--- config.mk ---
export PLATFORM = sky130hd
export DESIGN_NAME = ct_f_spsram_1024x128_ctrl
export DESIGN_NICKNAME = d
export VERILOG_FILES = /design/src/rtl/ct_f_spsram_1024x128_ctrl.sv
export SDC_FILE = /design/constraint.sdc
export NUM_CORES = 1
export LEC_CHECK = 0
export ABC_AREA = 1
export CAP_MARGIN = 20
export CORE_AREA = 2 2 258 260
export DETAILED_ROUTE_END_ITERATION = 8
export DIE_AREA = 0 0 260 262
export SYNTH_ARGS = -nofsm -noshare
export SYNTH_HDL_FRONTEND = slang
export SYNTH_SLANG_ARGS = --single-unit
--- constraint.sdc ---
create_clock -name CLK -period 42 [get_ports CLK]
set_input_delay 6.3 -clock CLK [delete_from_list [all_inputs] [get_ports CLK]]
set_output_delay 6.3 -clock CLK [all_outputs]
set_load 0.01 [all_outputs]
--- src/rtl/ct_f_spsram_1024x128_ctrl.sv ---
// ct_f_spsram_1024x128_ctrl: clears a 1024x128 single-port SRAM after reset, then serves valid/ready reads/writes with read data returned through a credit-guarded response FIFO.
// Ports: CLK/RST (async active-high); init_done; req_* request channel (req_rdy combinational from rsp_rdy);
//        rsp_* response channel (FIFO head); sram_* active-low macro controls, address, write data and registered read data.
module ct_f_spsram_1024x128_ctrl #(
  parameter int ADDR_WIDTH = 10,
  parameter int DATA_WIDTH = 128,
  parameter int RSP_DEPTH  = 2
) (
  input  logic                  CLK,
  input  logic                  RST,
  output logic                  init_done,
  input  logic                  req_vld,
  output logic                  req_rdy,
  input  logic                  req_wr,
  input  logic [ADDR_WIDTH-1:0] req_addr,
  input  logic [DATA_WIDTH-1:0] req_wdata,
  output logic                  rsp_vld,
  input  logic                  rsp_rdy,
  output logic [DATA_WIDTH-1:0] rsp_data,
  output logic [ADDR_WIDTH-1:0] sram_a,
  output logic                  sram_cen,
  output logic                  sram_gwen,
  output logic [DATA_WIDTH-1:0] sram_wen,
  output logic [DATA_WIDTH-1:0] sram_d,
  input  logic [DATA_WIDTH-1:0] sram_q
);
  localparam int PW = RSP_DEPTH > 1 ? $clog2(RSP_DEPTH) : 1;
  localparam int CW = $clog2(RSP_DEPTH + 1);
  typedef enum logic {INIT, RUN} state_t;
  state_t r_state, w_next;
  logic [ADDR_WIDTH-1:0] r_clr, r_a;
  logic [DATA_WIDTH-1:0] r_d;
  logic [DATA_WIDTH-1:0] r_mem [RSP_DEPTH];
  logic [PW-1:0] r_wp, r_rp;
  logic [CW-1:0] r_cnt;
  logic r_infl;
  logic w_acc, w_pop;
  assign w_pop    = rsp_vld && rsp_rdy;
  assign w_acc    = req_vld && req_rdy;
  assign rsp_vld  = r_cnt != '0;
  assign rsp_data = r_mem[r_rp];
  // Credit counts the in-flight read as occupied so its push can never overflow; a same-cycle pop frees a slot.
  assign req_rdy  = r_state == RUN &&
                    ({1'b0, r_cnt} + (CW+1)'(r_infl) - (CW+1)'(w_pop)) < (CW+1)'(RSP_DEPTH);
  always_comb begin
    w_next    = (r_state == INIT && r_clr == '1) ? RUN : r_state;
    init_done = r_state == RUN;
    sram_cen  = !(r_state == INIT || w_acc);
    sram_gwen = r_state == RUN && !(w_acc && req_wr);
    sram_wen  = {DATA_WIDTH{sram_gwen}};
    sram_a    = r_state == INIT ? r_clr : w_acc ? req_addr : r_a;
    sram_d    = r_state == INIT ? '0 : (w_acc && req_wr) ? req_wdata : r_d;
  end
  always_ff @(posedge CLK or posedge RST)
    if (RST) r_state <= INIT;
    else     r_state <= w_next;
  always_ff @(posedge CLK or posedge RST)
    if (RST) begin
      r_clr  <= '0;
      r_a    <= '0;
      r_d    <= '0;
      r_infl <= 1'b0;
      r_wp   <= '0;
      r_rp   <= '0;
      r_cnt  <= '0;
      for (int i = 0; i < RSP_DEPTH; i++) r_mem[i] <= '0;
    end else begin
      if (r_state == INIT) r_clr <= r_clr + 1'b1;
      r_a    <= sram_a;
      r_d    <= sram_d;
      r_infl <= w_acc && !req_wr;
      if (r_infl) begin
        r_mem[r_wp] <= sram_q;
        r_wp <= r_wp == PW'(RSP_DEPTH - 1) ? '0 : r_wp + 1'b1;
      end
      if (w_pop) r_rp <= r_rp == PW'(RSP_DEPTH - 1) ? '0 : r_rp + 1'b1;
      r_cnt <= r_cnt + CW'(r_infl) - CW'(w_pop);
    end
  always_ff @(posedge CLK) assert (r_cnt <= CW'(RSP_DEPTH));
endmodule

==> impl_results.md <==
- Area after DPL: 26,770 sq um
- CTS Hold Bufs: 0
- CP Class: in2out
- Final setup violation count: 0
- Crit-path slowest cell: buf_4
- IO Pins: 670
- Register area share after synthesis: 49.93%
- CTS Sinks: 410
- Root buf cell: clkbuf_16
- Skew final: 0.01612 ns
- Top post-synthesis cells by area: dfrtp_1, nand2_1, inv_1, buf_4, o21ai_0
- Clk buf depth: 3
- Ratio of cells with drive above 1 in the final layout: 3.203%
- Area Overhead vs Synth: 37.72%
- Port Buffers: 669
- Clk_lat worst skew: 0.58 ns
- Core area: 65,280 sq um
- Worst Path Buf+Inv: 8
- Fillers: 6,701
- Total Power: 1.166 mW
- GRT overflow: 0
- Routed Antenna Nets: 0
- Worst path cell trace: clkdlybuf4s50_1 > nand2_1 > inv_1 > ha_1 > inv_1 > ha_1 > inv_1 > fa_1 > nand2_1 > a21oi_2 > nand4_1 > buf_12 > nand2_1 > clkinv_2 > buf_4 > clkdlybuf4s50_1
- Yosys warns: 0
- CTS clk-pin slew, worst paths: 0.05 ns
- Maximum VDD drop: 0.02715 mV
- Layout Nets: 3,489
- Syn avg cell area: 7.426 sq um
- Avg WL per Cell: 15.08 um
- Syn nets: 3,042
- Slew Viols, Final: 0
- Power per cell area: 41.21 nW/um^2
- Setup WS post-layout: 25.14 ns
- H-tree depth: 2
- Final Hold Fails: 0
- Design area: 28,300 sq um
- Seq cells post-synth: 410
- Routed WL: 62,030 um
- Mapped Cells: 2,767
- Row count: 94
- EDFF count, synth: 0
- CP startpoint kind: input port
- Placed wire-length estimate: 40,660 um
- Setup tns final: 0 ns
- Gr usage total: 17.57%
- # DRC: 0
- Initial antenna violation count: 6
- Vias per inst: 4.316
- Worst Path Arrival: 10.56 ns
- Critical Path Fanout Max: 129
- Async SR Flop Fraction: 100.0%
- Largest net degree at the start of global routing: 130
- CTS buffer count: 47
- Slew margin rel.: 30.02%
- CTS tree: yes
- Slowest stage delay, CP: 0.76 ns
- DIE AREA: 68,120 sq um
- Max-Cap Viols: 0
- Critical Path End Type: output pin
- Worst slew pin tran: 1.050 ns
- Tcrit/Tclk final: 40.13%
- DRT iter0 DRCs: 1,181
- RePlAce Congestion: 0.7828
- Hold WC Path Type: reg2reg
- Starting Density: 31.48%
- Leak pwr: 14.16 nW
- Die X: 260 um
- Status: completed
- Ys flop type: dfrtp_1
- Postcts setup bufs: 0
- Fin crit period: 16.86 ns
- Routed vias: 17,750
- Max Fclk: 0.05932 GHz
- Share of the synthesized area in the top cell type: 49.93%
- RSZ-0062 raised after global routing: false
- Cell type with the largest total area after synthesis: dfrtp_1
- Post-cts resize count: 0
- Pre-CTS setup slack: 25.13 ns
- Number of global-route vias before repair: 17,060
- Hold_ws: 0.4809 ns
- Detailed-router iteration count before antenna repair: 5
- Post-synth cell types: 25
- Required time worst endpoint: 35.70 ns
- Global-route wire length before repair: 95,480 um
- Chip Height: 262 um
- Critical path's top delay family: buffers and inverters
- Mapped Area: 20,550 sq um
worst paths after layout:
kind / start / endpoint / slack, ns / cells past startpoint
worst max-delay path: rsp_rdy / sram_wen[111] / 25.14 / 16
worst min-delay path: r_mem[102] / r_mem[102] / 0.48 / 2
worst max register to register: r_cnt[1] / r_d[43] / 37.78 / 17
worst min register to register: r_mem[102] / r_mem[102] / 0.48 / 2
max in group asynchronous: RST / r_rp / 31.95 / 6
min in group asynchronous: RST / r_mem[89] / 6.22 / 2
cells in the final DEF, fill, tap and decap left out, types with 2 or more instances in the layout:
cell	Yosys	final
diode_2	0	2
clkbuf_8	0	13
clkinv_4	0	2
dfrtp_1	410	408
ha_1	3	3
o21ai_1	55	55
nand3_1	23	23
nand4_1	134	134
nor2_1	134	134
dfrtp_4	0	2
nand2_1	944	943
xor2_1	7	7
clkbuf_16	0	47
nor3_1	2	2
buf_4	142	20
inv_1	554	551
xnor2_1	2	2
clkdlybuf4s50_1	0	667
clkbuf_1	85	11
o21ai_0	201	201
clkinv_2	0	6
routing by layer:
layer  vias up  wire [um]  share of wire, %  global-route usage (%)
li1       9014          -                 -                       -
met1      8136      25840                42                   22.30
met2       511      28790                46                   28.51
met3        84       6058               9.8                   6.385
met4         8       1282               2.1                   4.183
met5         -         56             0.090                       0
cell type report:
class / instances / area [sq um] / share of cell area, %
Antenna cell: 2 / 5.005 / 0.01769
Clock buffer: 71 / 1396 / 4.934
Multi-Input combinational cell: 1512 / 6481 / 22.90
Tap cell: 864 / 1081 / 3.820
Inverter: 555 / 2095 / 7.401
Sequential cell: 410 / 10270 / 36.28
Timing Repair Buffer: 688 / 6847 / 24.19
Clock inverter: 11 / 127.6 / 0.4510
power breakdown:
group | switching, mW | internal (mW)
Combinational | 0.183 | 0.170
Sequential | 0.0109 | 0.397
Clock | 0.170 | 0.236
Total | 0.364 | 0.803
state kept, by name, indices dropped and copies added (netlist names):
| signal | count |
|---|---|
| r_a | 10 |
| r_infl | 1 |
| r_wp | 1 |
| r_clr | 10 |
| r_cnt | 2 |
| init_done | 1 |
| r_rp | 1 |
| r_d | 128 |
| r_mem | 256 |
synth_stat cells, types with 2 or more instances:
library cell	instances
nand2_1	944
buf_4	142
buf_2	28
o21ai_0	201
dfrtp_1	410
buf_1	24
ha_1	3
o21ai_1	55
xor2_1	7
xnor2_1	2
nand3_1	23
buf_6	11
clkbuf_1	85
nand4_1	134
nor3_1	2
nor2_1	134
inv_1	554
stage by stage:
| stage | util (%) | cells |
|---|---|---|
| 2_1_floorplan | - | 2767 |
| 3_3_place_gp | 41.01 | 4029 |
| 3_5_place_dp | 41.01 | 4029 |
| 4_1_cts | 43.35 | 4111 |
| 5_1_grt | 43.35 | 4112 |
| 6_report | 43.35 | 4113 |
cell families (layout without fill, tap and decap cells):
| group | Yosys count | count (layout) | share of synthesized area [%] |
|---|---|---|---|
| xor gates and xnor gates | 9 | 9 | 0.3836 |
| buffers and inverters | 845 | 1325 | 18.60 |
| adders and majority gates | 4 | 4 | 0.2801 |
| AOI/OAI and AO/OA | 258 | 258 | 6.302 |
| DFF | 410 | 410 | 49.93 |
| and+or+nand+nor | 1241 | 1241 | 24.50 |
| other | 0 | 2 | 0 |
tightest hold or removal path, stage by stage (launching register included):
cell and delay, ns:
dfrtp_1 0.34, nand2_1 0.05, o21ai_0 0.06
Power figures use the tool's default switching activity.
